File: src/rtl/int_alu_responder_pkg.sv
// Shared constants for the integer ALU responder: module-select codes, register offsets,
// opcodes, STATUS bit positions and the operand-tracking FSM encoding.
package int_alu_responder_pkg;

  localparam logic [3:0] ModIdNone = 4'h0;
  localparam logic [3:0] ModIdAux  = 4'h2;
  localparam logic [3:0] ModIdAlu  = 4'h3;

  localparam logic [11:0] OffSrc1 = 12'd0;
  localparam logic [11:0] OffSrc2 = 12'd1;
  localparam logic [11:0] OffRes  = 12'd2;
  localparam logic [11:0] OffOp   = 12'd3;
  localparam logic [11:0] OffStat = 12'd4;

  localparam logic [7:0] OpAdd = 8'h10;
  localparam logic [7:0] OpSub = 8'h11;
  localparam logic [7:0] OpMul = 8'h12;
  localparam logic [7:0] OpDiv = 8'h13;

  localparam int unsigned StatDivz  = 0;
  localparam int unsigned StatBadop = 1;
  localparam int unsigned StatColl  = 2;
  localparam int unsigned StatStale = 3;
  localparam int unsigned StatOpcnt = 4;

  typedef enum logic [2:0] {
    StIdle,
    StHave1,
    StHave2,
    StArmed,
    StDone
  } alu_state_e;

  function automatic logic [15:0] status_word(input logic [11:0] opcnt, input logic stale,
                                              input logic coll, input logic badop,
                                              input logic divz);
    return {opcnt, stale, coll, badop, divz};
  endfunction

endpackage

File: src/rtl/int_alu_responder_if.sv
// Execution-engine register bus: module/offset address, active-low strobes, wide data paths.
interface int_alu_responder_if;
  logic [15:0]  address;
  logic         nRead;
  logic         nWrite;
  logic [255:0] ExeDataOut;
  logic [255:0] IntDataOut;

  modport master (
    output address,
    output nRead,
    output nWrite,
    output ExeDataOut,
    input  IntDataOut
  );

  modport slave (
    input  address,
    input  nRead,
    input  nWrite,
    input  ExeDataOut,
    output IntDataOut
  );
endinterface

File: src/rtl/int_alu_responder_core.sv
// Purely combinational unsigned arithmetic: ADD/SUB/MUL/DIV on two 16-bit operands,
// with divide-by-zero and illegal-opcode flags.
module int_alu_core
  import int_alu_responder_pkg::*;
#(
  parameter int unsigned RES_W = 32
) (
  input  logic [15:0]      src1,
  input  logic [15:0]      src2,
  input  logic [7:0]       opc,
  output logic [RES_W-1:0] result,
  output logic             divz,
  output logic             badop
);

  logic [31:0] res_full;
  logic [16:0] sum;
  logic [15:0] diff;

  assign sum  = {1'b0, src1} + {1'b0, src2};
  assign diff = src1 - src2;

  always_comb begin
    res_full = 32'h0;
    divz     = 1'b0;
    badop    = 1'b0;
    case (opc)
      OpAdd: res_full = {15'h0, sum};
      OpSub: res_full = {16'h0, diff};
      OpMul: res_full = {16'h0, src1} * {16'h0, src2};
      OpDiv: begin
        if (src2 == 16'h0) begin
          res_full = 32'h0000_FFFF;
          divz     = 1'b1;
        end else begin
          // Remainder in the upper half, quotient in the lower half.
          res_full = {src1 % src2, src1 / src2};
        end
      end
      default: badop = 1'b1;
    endcase
  end

  assign result = RES_W'(res_full);

endmodule

File: src/rtl/int_alu_responder.sv
// Bus-mapped ALU responder: decodes its module-select slot, holds operands, result and
// STATUS, and tracks operand freshness with a small FSM.
module int_alu_responder
  import int_alu_responder_pkg::*;
#(
  parameter logic [3:0]  MODULE_ID = 4'h3,
  parameter int unsigned RES_W     = 32
) (
  input logic                 Clk,
  input logic                 nReset,
  int_alu_responder_if.slave  bus
);

  logic [15:0]      src1_q, src2_q;
  logic [7:0]       opc_q;
  logic [RES_W-1:0] result_q;
  logic [11:0]      opcnt_q;
  logic             divz_q, badop_q, coll_q, stale_q;
  logic [255:0]     rdata_q;
  alu_state_e       state_q;

  logic             sel, wr_en, rd_en;
  logic [11:0]      offset;
  logic [RES_W-1:0] core_result;
  logic             core_divz, core_badop;
  logic [15:0]      status;
  logic [255:0]     rd_mux;

  assign offset = bus.address[11:0];
  assign sel    = (bus.address[15:12] == MODULE_ID);
  assign wr_en  = sel && !bus.nWrite;
  assign rd_en  = sel && !bus.nRead && bus.nWrite;
  assign status = status_word(opcnt_q, stale_q, coll_q, badop_q, divz_q);

  // Opcode comes straight off the bus so the result lands on the capturing edge.
  int_alu_core #(
    .RES_W (RES_W)
  ) u_core (
    .src1   (src1_q),
    .src2   (src2_q),
    .opc    (bus.ExeDataOut[7:0]),
    .result (core_result),
    .divz   (core_divz),
    .badop  (core_badop)
  );

  always_comb begin
    rd_mux = '0;
    case (offset)
      OffSrc1:        rd_mux = 256'(src1_q);
      OffSrc2:        rd_mux = 256'(src2_q);
      OffRes, OffOp:  rd_mux = 256'(result_q);
      OffStat:        rd_mux = 256'(status);
      default:        rd_mux = '0;
    endcase
  end

  always_ff @(posedge Clk or negedge nReset) begin
    if (!nReset) begin
      src1_q   <= '0;
      src2_q   <= '0;
      opc_q    <= '0;
      result_q <= '0;
      opcnt_q  <= '0;
      divz_q   <= 1'b0;
      badop_q  <= 1'b0;
      coll_q   <= 1'b0;
      stale_q  <= 1'b0;
      rdata_q  <= '0;
      state_q  <= StIdle;
    end else if (wr_en) begin
      if (!bus.nRead) coll_q <= 1'b1;
      case (offset)
        OffSrc1: begin
          src1_q <= bus.ExeDataOut[15:0];
          case (state_q)
            StIdle, StDone: state_q <= StHave1;
            StHave2:        state_q <= StArmed;
            default:        state_q <= state_q;
          endcase
        end
        OffSrc2: begin
          src2_q <= bus.ExeDataOut[15:0];
          case (state_q)
            StIdle, StDone: state_q <= StHave2;
            StHave1:        state_q <= StArmed;
            default:        state_q <= state_q;
          endcase
        end
        OffOp: begin
          opc_q    <= bus.ExeDataOut[7:0];
          result_q <= core_result;
          divz_q   <= core_divz;
          badop_q  <= core_badop;
          stale_q  <= (state_q != StArmed);
          opcnt_q  <= opcnt_q + 12'd1;
          state_q  <= StDone;
        end
        default: ;
      endcase
    end else if (rd_en) begin
      rdata_q <= rd_mux;
    end
  end

  assign bus.IntDataOut = rdata_q;

  // OPC is kept for completeness but not exposed on the read map.
  logic unused_bits;
  assign unused_bits = ^{bus.ExeDataOut[255:16], opc_q};

endmodule
File: src/flat_wrapper.sv
// flat-port wrapper written by rule: the top's interface ports become plain ports
module int_alu_responder_flat import int_alu_responder_pkg::*;
#(
  parameter logic [3:0]  MODULE_ID = 4'h3,
  parameter int unsigned RES_W     = 32
)
  (Clk, nReset, bus_address, bus_nRead, bus_nWrite, bus_ExeDataOut, bus_IntDataOut);
  int_alu_responder_if bus_i ();
  input logic Clk;
  input logic nReset;
  input wire logic [$bits(bus_i.address)-1:0] bus_address;
  input wire logic [$bits(bus_i.nRead)-1:0] bus_nRead;
  input wire logic [$bits(bus_i.nWrite)-1:0] bus_nWrite;
  input wire logic [$bits(bus_i.ExeDataOut)-1:0] bus_ExeDataOut;
  output wire logic [$bits(bus_i.IntDataOut)-1:0] bus_IntDataOut;
  assign bus_i.address = bus_address;
  assign bus_i.nRead = bus_nRead;
  assign bus_i.nWrite = bus_nWrite;
  assign bus_i.ExeDataOut = bus_ExeDataOut;
  assign bus_IntDataOut = bus_i.IntDataOut;
  int_alu_responder #(.MODULE_ID(MODULE_ID), .RES_W(RES_W)) u_core (.Clk(Clk), .nReset(nReset), .bus(bus_i));
endmodule
File: config.mk
export PLATFORM = sky130hd
export DESIGN_NAME = int_alu_responder_flat
export DESIGN_NICKNAME = d
export VERILOG_FILES = /design/src/rtl/int_alu_responder_pkg.sv /design/src/rtl/int_alu_responder_if.sv /design/src/rtl/int_alu_responder_core.sv /design/src/rtl/int_alu_responder.sv /design/src/flat_wrapper.sv
export SDC_FILE = /design/constraint.sdc
export NUM_CORES = 1
export LEC_CHECK = 0
export CORE_MARGIN = 1
export CORE_UTILIZATION = 58
export DETAILED_ROUTE_END_ITERATION = 10
export PLACE_DENSITY_LB_ADDON = 0.12
export SKIP_CTS_REPAIR_TIMING = 1
export SYNTH_ARGS = -nofsm -noshare
export SYNTH_HDL_FRONTEND = slang
export SYNTH_SLANG_ARGS = --single-unit
File: constraint.sdc
create_clock -name Clk -period 81 [get_ports Clk]
set_input_delay 16.2 -clock Clk [delete_from_list [all_inputs] [get_ports Clk]]
set_output_delay 16.2 -clock Clk [all_outputs]
set_load 0.02 [all_outputs]
==> summary.md, run 1 <==
| Metric | Value |
|---|---|
| Die Area | `0.04182 mm2` |
| Grt ovf | `0` |
| Synth Cell Area | `0.02378 mm2` |
| Overall routing resource usage | `0.3643` |
| Fin Clk Skew | `0.009220 ns` |
| Total number of vias | `21132` |
| Cells after synthesis | `2922` |
| DP HPWL | `55.97 mm` |
| Outcome | `finished clean` |
| Htree depth | `4` |
| Proportion of layout cells with a drive suffix above 1 | `0.06547` |
| CP peak stage delay | `0.77 ns` |
| Yosys cell types | `88` |
| Remaining DRCs | `0` |
| Post-synth top flop | `dfrtp_1` |
| Initial Utilization | `0.5931` |
| Syn. warnings | `0` |
| Core ar. | `0.04010 mm2` |
| Synthesized area per cell | `8.139 um2` |
| Worst Path Arrival | `34.75 ns` |
| Num CTS Buffers | `17` |
| EDFF count, synth | `0` |
| Final-report hold violation count | `0` |
| P&R area growth vs syn | `4.409%` |
| Maxcap violations | `0` |
| Fin crit period | `34.39 ns` |
| Die Height | `204.5 um` |
| Final cycle utilization of the critical path | `0.4245` |
| Root buf cell | `clkbuf_16` |
| Worst-Skew Late Latency | `0.43 ns` |
| Rows | `73` |
| Fmax | `29.08 MHz` |
| WP data required | `81.36 ns` |
| Async SR Flop Fraction | `1.000` |
| Crit path max-delay cell type | `a21oi_2` |
| Seq cells post-synth | `115` |
| Port buffer count | `67` |
| Worst path bufs/invs | `7` |
| WS Path Type | `flip-flop to flip-flop` |
| Post-Route WL | `74.51 mm` |
| Number of global-route vias before repair | `20842` |
| Worst-path fanout max | `21` |
| Clk slew on worst S/H paths | `0.06 ns` |
| Fin cells | `3476` |
| Largest net degree at the start of global routing | `67` |
| Worst-margin pin slew | `1.292 ns` |
| Startpoint Class | `flip-flop` |
| Drt first pass iters | `7` |
| Initial antenna violation count | `3` |
| Design area | `0.02483 mm2` |
| Layout Nets | `3683` |
| Drt wl/cell | `21.43 um` |
| CTS tree | `built` |
| Antenna Violating Nets Remaining | `0` |
| Sequential element share of the synthesized area | `0.1210` |
| IO Pins | `532` |
| Die X-Extent | `204.5 um` |
| First-pass GRT wire length | `117.0 mm` |
| RSZ-0062 raised after global routing | `false` |
| Top delay family on crit path | `compound AO/OA/AOI/OAI gates` |
| Cell Area, Placed | `0.02420 mm2` |
| CTS Buffer Depth | `2` |
| Nature of the critical path endpoint | `flip-flop` |
| Iter 0 DRT Violations | `1847` |
| Placed cell count | `3441` |
| Min-Delay Path Class | `flip-flop to flip-flop` |
| # setup viols final | `0` |
| Cell mode on critical path | `ha_1` |
| Fillers | `3545` |
| Worst rel slew slack | `0.1326` |
| Fin Setup TNS | `0 ns` |
| Clock Sinks | `115` |
| Final GP Congestion | `0.9716` |
| Max Slew Vio Count | `0` |
| Vias per cell | `6.079` |
## per-stage QoR
| stage | worst slack, ns | hold WS, ns | utilization |
|---|---|---|---|
| after floorplan | 53.48 | 0.4286 | - |
| after global placement | 48.09 | 0.4636 | 0.6035 |
| after detailed placement | 47.53 | 0.4684 | 0.6035 |
| after CTS | 47.36 | 0.4830 | 0.6191 |
| after global routing | 44.57 | 0.5029 | 0.6192 |
| final | 46.61 | 0.4790 | 0.6192 |
## cells by family after synthesis
| logic type | share of synthesized area |
|---|---|
| flip-flops | 0.1210 |
| adder cells (fa/ha/maj) | 0.3105 |
| other | 0.0001577 |
| XOR/XNOR | 0.05046 |
| multiplexers | 0.03178 |
| AO/OA/AOI/OAI | 0.1871 |
| AND/OR/NAND/NOR | 0.1599 |
| buffers and inverters | 0.1391 |
## worst reg2reg max path: cells and delay by family, from the launching register on
| kind | cells | cell delay (ns) |
|---|---|---|
| buffers and inverters | 7 | 1.45 |
| AO/OA/AOI/OAI | 56 | 16.64 |
| adder cells (fa/ha/maj) | 15 | 4.92 |
| multiplexers | 6 | 2.46 |
| AND/OR/NAND/NOR | 30 | 8.35 |
| flip-flops | 1 | 0.51 |
## registers in the layout, summed over array words and instances, names as in the netlist
name,count
u_core.bus.IntDataOut,32
u_core.src2_q,16
u_core.opcnt_q,12
u_core.coll_q,1
u_core.stale_q,1
u_core.src1_q,16
u_core.result_q,32
u_core.state_q,3
u_core.divz_q,1
u_core.badop_q,1
## layer usage
| metal | global-route usage | vias up | wire length [um] |
|---|---|---|---|
| li1 | - | 9595 | - |
| met1 | 0.4766 | 10287 | 30400 |
| met2 | 0.5854 | 1041 | 33890 |
| met3 | 0.06697 | 209 | 6838 |
| met4 | 0.1631 | 0 | 3381 |
| met5 | 0 | - | 0 |
## cells in the final DEF (no fill, tap or decap), types with 17 or more instances in the layout
cell and n:
clkdlybuf4s50_1 65, conb_1 224, dfrtp_1 115, and2_1 50, nor3_1 51, a21o_1 48, xor2_1 52, buf_4 58
mux2_2 50, nor4_1 17, a22oi_1 38, ha_1 275, fa_1 197, nor2_1 173, or3_1 22, inv_1 297
o21ai_0 122, a21oi_1 151, clkbuf_16 17, o211ai_1 28, nand3_1 36, nand2_1 356, nand4_1 21, or2_2 19
o21a_1 51, xnor2_1 85, a22o_1 22
## path summary, 6_finish.rpt
check / depth (start not counted) / start / end / slack (ns)
setup reg to reg: 114 / u_core.src2_q[9]$_DFFE_PN0P_ / u_core.result_q[22]$_DFFE_PN0P_ / 46.61
hold reg to reg: 2 / u_core.bus.IntDataOut[18]$_DFFE_PN0P_ / u_core.bus.IntDataOut[18]$_DFFE_PN0P_ / 0.48
setup / recovery: 114 / u_core.src2_q[9]$_DFFE_PN0P_ / u_core.result_q[22]$_DFFE_PN0P_ / 46.61
min in group asynchronous: 1 / nReset / u_core.src2_q[13]$_DFFE_PN0P_ / 15.88
hold / removal: 2 / u_core.bus.IntDataOut[18]$_DFFE_PN0P_ / u_core.bus.IntDataOut[18]$_DFFE_PN0P_ / 0.48
max in group asynchronous: 2 / nReset / u_core.result_q[31]$_DFFE_PN0P_ / 63.91
## cells in the mapped netlist (28+ instances only)
cell	n	area, um2
and2_1	50	312.8
nor3_1	52	260.3
a21oi_1	152	760.7
dfrtp_1	115	2878
ha_1	275	3441
o21ai_0	123	615.6
nand3_1	36	180.2
clkbuf_1	111	416.7
o21a_1	51	382.9
nand2_1	356	1336
a22oi_1	38	285.3
o211ai_1	28	210.2
a21o_1	48	360.4
mux2_2	50	563.0
xnor2_1	85	744.5
fa_1	197	3944
xor2_1	52	455.4
nor2_1	173	649.4
buf_4	227	1704
inv_1	297	1115
## layout make-up
| class | count | area, um2 | area share |
|---|---|---|---|
| inverters | 298 | 1119 | 0.04505 |
| clock buffers | 17 | 425.4 | 0.01713 |
| clock inverters | 15 | 197.7 | 0.007962 |
| well taps | 525 | 656.9 | 0.02645 |
| diodes | 3 | 7.507 | 0.0003023 |
| repair buffers | 124 | 1091 | 0.04394 |
| flip-flops and latches | 115 | 2878 | 0.1159 |
| multi-input cells | 2379 | 18460 | 0.7433 |
Power of run 1 is not shown: default switching activity piles up to over one toggle a cycle in this logic, so the estimate is an artifact.
==> run 2, diff against run 1 <==
--- a/config.mk
+++ b/config.mk
@@ -6,7 +6,7 @@
 export NUM_CORES = 1
 export LEC_CHECK = 0
 export CORE_MARGIN = 1
-export CORE_UTILIZATION = 58
+export CORE_UTILIZATION = 48
 export DETAILED_ROUTE_END_ITERATION = 10
 export PLACE_DENSITY_LB_ADDON = 0.12
 export SKIP_CTS_REPAIR_TIMING = 1
==> constraint.sdc (replaced) <==
create_clock -name Clk -period 31.4 [get_ports Clk]
set_input_delay 6.28 -clock Clk [delete_from_list [all_inputs] [get_ports Clk]]
set_output_delay 6.28 -clock Clk [all_outputs]
set_load 0.02 [all_outputs]
==> summary.md, run 2 (synthesized netlist as in run 1, its figures left out) <==
| Metric | Value |
|---|---|
| Worst-margin pin slew | `1.332 ns (was 1.292 ns)` |
| Worst rel slew slack | `0.1058 (was 0.1326)` |
| CP peak stage delay | `0.59 ns (was 0.77 ns)` |
| Die Area | `0.05044 mm2 (was 0.04182 mm2)` |
| Antenna Violating Nets Remaining | `0 (unchanged)` |
| Hold EP | `u_core.bus.IntDataOut[18]$_DFFE_PN0P_ (unchanged)` |
| Largest net degree at the start of global routing | `62 (was 67)` |
| Root buf cell | `clkbuf_16 (unchanged)` |
| Initial antenna violation count | `0 (was 3)` |
| Number of global-route vias before repair | `21111 (was 20842)` |
| # setup viols final | `0 (unchanged)` |
| Remaining DRCs | `0 (unchanged)` |
| Rows | `81 (was 73)` |
| Die X-Extent | `224.6 um (was 204.5 um)` |
| Layout Nets | `3778 (was 3683)` |
| Overall routing resource usage | `0.3119 (was 0.3643)` |
| DP HPWL | `59.15 mm (was 55.97 mm)` |
| Fin Setup TNS | `0 ns (unchanged)` |
| CTS Buffer Depth | `2 (unchanged)` |
| Max Slew Vio Count | `0 (unchanged)` |
| Worst-case reg-to-reg path depth | `119 (was 114)` |
| DP Worst Slack | `0.4454 ns (was 47.53 ns)` |
| FF+latch area | `0.002879 mm2 (was 0.002878 mm2)` |
| Nature of the critical path endpoint | `flip-flop (unchanged)` |
| First-pass GRT wire length | `120.6 mm (was 117.0 mm)` |
| Outcome | `finished clean (unchanged)` |
| RSZ-0062 raised after global routing | `false (unchanged)` |
| WP data required | `31.71 ns (was 81.36 ns)` |
| Final cycle utilization of the critical path | `0.9368 (was 0.4245)` |
| Worst-Skew Late Latency | `0.43 ns (about the same)` |
| Vias per cell | `5.714 (was 6.079)` |
| Port buffer count | `67 (unchanged)` |
| P&R area growth vs syn | `8.523% (was 4.409%)` |
| Iter 0 DRT Violations | `1544 (was 1847)` |
| # diodes | `0 (was 3)` |
| Drt wl/cell | `20.98 um (was 21.43 um)` |
| Utilization after layout | `0.5272 (was 0.6192)` |
| Worst-path fanout max | `17 (was 21)` |
| Htree depth | `4 (unchanged)` |
| Reg-to-Reg Start | `u_core.src2_q[13]$_DFFE_PN0P_ (was u_core.src2_q[9]$_DFFE_PN0P_)` |
| Num CTS Buffers | `17 (unchanged)` |
| Internal reg-to-reg setup slack | `1.98 ns (was 46.61 ns)` |
| Commonest non-fill, non-tap cell in the layout | `nand2_1 (unchanged)` |
| WS Path Type | `flip-flop to flip-flop (unchanged)` |
| Proportion of layout cells with a drive suffix above 1 | `0.09990 (was 0.06547)` |
| Fillers | `4694 (was 3545)` |
| Cell mode on critical path | `ha_1 (unchanged)` |
| Startpoint Class | `flip-flop (unchanged)` |
| Multi-input logic area | `0.01857 mm2 (was 0.01846 mm2)` |
| Maxcap violations | `0 (unchanged)` |
| Fin crit period | `29.42 ns (was 34.39 ns)` |
| Min-Delay Path Class | `flip-flop to flip-flop (unchanged)` |
| Final GP Congestion | `0.9350 (was 0.9716)` |
| Clock Sinks | `115 (unchanged)` |
| Worst Path Arrival | `29.72 ns (was 34.75 ns)` |
| CTS tree | `built (unchanged)` |
| Core ar. | `0.04895 mm2 (was 0.04010 mm2)` |
| Final-report hold violation count | `0 (unchanged)` |
| Clk slew on worst S/H paths | `0.06 ns (about the same)` |
| Final WS setup | `1.984 ns (was 46.61 ns)` |
| Initial Utilization | `0.4858 (was 0.5931)` |
| Crit path max-delay cell type | `or4_1 (was a21oi_2)` |
| Die Height | `224.6 um (was 204.5 um)` |
| Fin cells | `3707 (was 3476)` |
| Fin Clk Skew | `0.01084 ns (was 0.009220 ns)` |
| Fmax | `33.99 MHz (was 29.08 MHz)` |
| Post-Route WL | `77.76 mm (was 74.51 mm)` |
| Grt ovf | `0 (unchanged)` |
| IO Pins | `532 (unchanged)` |
| Critical R2R Capture | `u_core.result_q[24]$_DFFE_PN0P_ (was u_core.result_q[22]$_DFFE_PN0P_)` |
| Hold Path Cell Cnt | `2 (unchanged)` |
| Total number of vias | `21182 (was 21132)` |
| Drt first pass iters | `6 (was 7)` |
| Hold_sp | `u_core.bus.IntDataOut[18]$_DFFE_PN0P_ (unchanged)` |
| Commonest cells after routing, fill and taps aside | `nand2_1 (355), inv_1 (297), ha_1 (275) (was nand2_1 (356), inv_1 (297), ha_1 (275))` |
| Placed cell count | `3673 (was 3441)` |
==> run 2: changes by cell type in the layout (fill, tap and decap cells not counted), sizes merged <==
cell,change
buf,+95
clkinv,+3
inv,-5
clkbuf,+2
diode,-3
==> run 2: worst max-delay path by stage <==
stage | from | endpoint | slack (ns) | depth (start not counted)
3_5_place_dp | u_core.src1_q[0]$_DFFE_PN0P_ | u_core.result_q[24]$_DFFE_PN0P_ | 0.45 | 116
4_1_cts | u_core.src1_q[0]$_DFFE_PN0P_ | u_core.result_q[24]$_DFFE_PN0P_ | 0.33 | 116
6_report | u_core.src2_q[13]$_DFFE_PN0P_ | u_core.result_q[24]$_DFFE_PN0P_ | 1.98 | 119
2_1_floorplan | u_core.src2_q[0]$_DFFE_PN0P_ | u_core.result_q[24]$_DFFE_PN0P_ | 3.88 | 121
5_1_grt | u_core.src2_q[13]$_DFFE_PN0P_ | u_core.result_q[27]$_DFFE_PN0P_ | 0.12 | 124
3_3_place_gp | u_core.src1_q[0]$_DFFE_PN0P_ | u_core.result_q[29]$_DFFE_PN0P_ | 1.08 | 117
==> run 2: metal layers <==
layer / up-vias / share of wire / global-route usage
li1: 9770 / - / -
met1: 10510 / 0.44 / 0.4133
met2: 749 / 0.47 / 0.5277
met3: 153 / 0.059 / 0.03605
met4: 0 / 0.035 / 0.1025
met5: - / 0 / 0
==> run 2: through the flow <==
stage                     cell area, um2  hold slack (ns)
final                              25810           0.4828
after global placement             25080           0.4595
after detailed placement           25080           0.4723
after CTS                          25680           0.4851
after floorplan                    24620           0.4286
after global routing               25810           0.4992
==> run 2: worst max-delay path: cells and delay by family, from the launching register on <==
family,cells,cell delay (ns)
buffers and inverters,12,2.06
adders and majority gates,15,4.73
AOI/OAI and AO/OA,60,13.73
muxes,4,1.45
and+or+nand+nor,28,6.77
DFF,1,0.46
==> run 2: area by class of cell <==
| cell class | instances | share of cell area |
|---|---|---|
| inverter | 298 | 0.04334 |
| clock inverter | 13 | 0.006205 |
| multi-input combinational | 2379 | 0.7196 |
| timing repair buffer | 219 | 0.06991 |
| sequential | 115 | 0.1116 |
| tap | 664 | 0.03219 |
| clock buffer | 19 | 0.01716 |
Power of run 2 is left out for the same reason.
==> run 3, diff against run 2 <==
--- a/config.mk
+++ b/config.mk
@@ -7,6 +7,7 @@
 export LEC_CHECK = 0
 export CORE_MARGIN = 1
 export CORE_UTILIZATION = 48
+export CTS_CLUSTER_DIAMETER = 60
 export DETAILED_ROUTE_END_ITERATION = 10
 export PLACE_DENSITY_LB_ADDON = 0.12
 export SKIP_CTS_REPAIR_TIMING = 1
==> constraint.sdc (replaced) <==
create_clock -name Clk -period 31.4 [get_ports Clk]
set_input_delay 3.14 -clock Clk [delete_from_list [all_inputs] [get_ports Clk]]
set_output_delay 3.14 -clock Clk [all_outputs]
set_load 0.02 [all_outputs]
==> summary.md, run 3 (synthesized netlist as in run 1, its figures left out) <==
| Metric | Value |
|---|---|
| Die X-Extent | `224.6 um (unchanged)` |
| Worst Path Arrival | `29.64 ns (was 29.72 ns)` |
| Clk slew on worst S/H paths | `0.06 ns (about the same)` |
| WP data required | `31.71 ns (about the same)` |
| Layout Nets | `3778 (unchanged)` |
| Iter 0 DRT Violations | `1456 (was 1544)` |
| Startpoint Class | `flip-flop (unchanged)` |
| Grt ovf | `0 (unchanged)` |
| Post-Route WL | `77.73 mm (was 77.76 mm)` |
| Proportion of layout cells with a drive suffix above 1 | `0.09924 (was 0.09990)` |
| Clock Sinks | `115 (unchanged)` |
| Max Slew Vio Count | `0 (unchanged)` |
| Fin crit period | `29.33 ns (was 29.42 ns)` |
| Fmax | `34.10 MHz (was 33.99 MHz)` |
| Final GP Congestion | `0.9351 (was 0.9350)` |
| Nature of the critical path endpoint | `flip-flop (unchanged)` |
| RSZ-0062 raised after global routing | `false (unchanged)` |
| Drt wl/cell | `20.96 um (was 20.98 um)` |
| Total number of vias | `21173 (was 21182)` |
| Crit path max-delay cell type | `or4_1 (unchanged)` |
| Vias per cell | `5.710 (was 5.714)` |
| DP HPWL | `59.06 mm (was 59.15 mm)` |
| Rows | `81 (unchanged)` |
| CTS tree | `built (unchanged)` |
| Worst-Skew Late Latency | `0.43 ns (about the same)` |
| Maxcap violations | `0 (unchanged)` |
| First-pass GRT wire length | `119.1 mm (was 120.6 mm)` |
| CP peak stage delay | `0.60 ns (was 0.59 ns)` |
| Final cycle utilization of the critical path | `0.9340 (was 0.9368)` |
| Antenna Violating Nets Remaining | `0 (unchanged)` |
| Overall routing resource usage | `0.3098 (was 0.3119)` |
| Port buffer count | `67 (unchanged)` |
| Commonest non-fill, non-tap cell in the layout | `nand2_1 (unchanged)` |
| Cell mode on critical path | `ha_1 (unchanged)` |
| Drt first pass iters | `5 (was 6)` |
| Remaining DRCs | `0 (unchanged)` |
| # setup viols final | `0 (unchanged)` |
| Die Area | `0.05044 mm2 (unchanged)` |
| Fin Clk Skew | `0.008609 ns (was 0.01084 ns)` |
| Root buf cell | `clkbuf_16 (unchanged)` |
| Largest net degree at the start of global routing | `62 (unchanged)` |
| Number of global-route vias before repair | `20862 (was 21111)` |
| Worst rel slew slack | `0.04653 (was 0.1058)` |
| Initial antenna violation count | `1 (was 0)` |
| Fin Setup TNS | `0 ns (unchanged)` |
| Final-report hold violation count | `0 (unchanged)` |
| Outcome | `finished clean (unchanged)` |
| Worst-path fanout max | `17 (unchanged)` |
| WS Path Type | `flip-flop to flip-flop (unchanged)` |
| Worst-margin pin slew | `1.421 ns (was 1.332 ns)` |
| Die Height | `224.6 um (unchanged)` |
| Htree depth | `4 (unchanged)` |
| Initial Utilization | `0.4858 (unchanged)` |
| DP Worst Slack | `0.6176 ns (was 0.4454 ns)` |
| Min-Delay Path Class | `flip-flop to flip-flop (unchanged)` |
| Commonest cells after routing, fill and taps aside | `nand2_1 (355), inv_1 (297), ha_1 (275) (unchanged)` |
| P&R area growth vs syn | `8.565% (was 8.523%)` |
| Num CTS Buffers | `17 (unchanged)` |
| Final WS setup | `2.074 ns (was 1.984 ns)` |
| IO Pins | `532 (unchanged)` |
| Core ar. | `0.04895 mm2 (unchanged)` |
| CTS Buffer Depth | `2 (unchanged)` |
-- run 3: critical path, delay by kind of cell (launching register included) --
family | cells | cell delay, ns
fa+ha+maj | 15 | 4.76
simple gates | 32 | 7.28
compound gates | 57 | 13.49
mux | 3 | 1.14
buf+inv | 12 | 2.00
flops | 1 | 0.46
-- run 3: layout make-up --
type	count	area (um2)
inverter	298	1119
multi-input combinational	2379	18550
fill	4677	23130
tap	664	830.8
clock inverter	14	202.7
antenna	1	2.502
timing repair buffer	219	1804
clock buffer	18	429.2
sequential	115	2879
-- run 3: stage by stage --
step | instance area [um2] | hold WS [ns] | util | cells
after detailed placement | 25080 | 0.4635 | 0.5123 | 3673
after floorplan | 24620 | 0.4286 | - | 3145
final | 25820 | 0.4734 | 0.5274 | 3708
after CTS | 25710 | 0.4753 | 0.5252 | 3705
after global placement | 25080 | 0.4595 | 0.5123 | 3673
after global routing | 25820 | 0.4874 | 0.5274 | 3708
-- run 3: layer usage --
metal	wire length, um	GRT usage
met2	36170	0.5114
met4	3057	0.1222
met5	0	0
met1	33090	0.4055
met3	5409	0.04860
-- run 3: path summary, 6_finish.rpt --
| path | slack (ns) | start | endpoint | depth (start not counted) |
|---|---|---|---|---|
| worst max-delay path | 2.07 | u_core.src2_q[13]$_DFFE_PN0P_ | u_core.result_q[24]$_DFFE_PN0P_ | 119 |
| worst min-delay path | 0.47 | u_core.opcnt_q[11]$_DFFE_PN0P_ | u_core.opcnt_q[11]$_DFFE_PN0P_ | 1 |
| worst max register to register | 2.07 | u_core.src2_q[13]$_DFFE_PN0P_ | u_core.result_q[24]$_DFFE_PN0P_ | 119 |
| worst min register to register | 0.47 | u_core.opcnt_q[11]$_DFFE_PN0P_ | u_core.opcnt_q[11]$_DFFE_PN0P_ | 1 |
| max in group asynchronous | 27.33 | nReset | u_core.result_q[30]$_DFFE_PN0P_ | 2 |
| min in group asynchronous | 2.76 | nReset | u_core.bus.IntDataOut[13]$_DFFE_PN0P_ | 1 |
Power of run 3 is left out for the same reason.
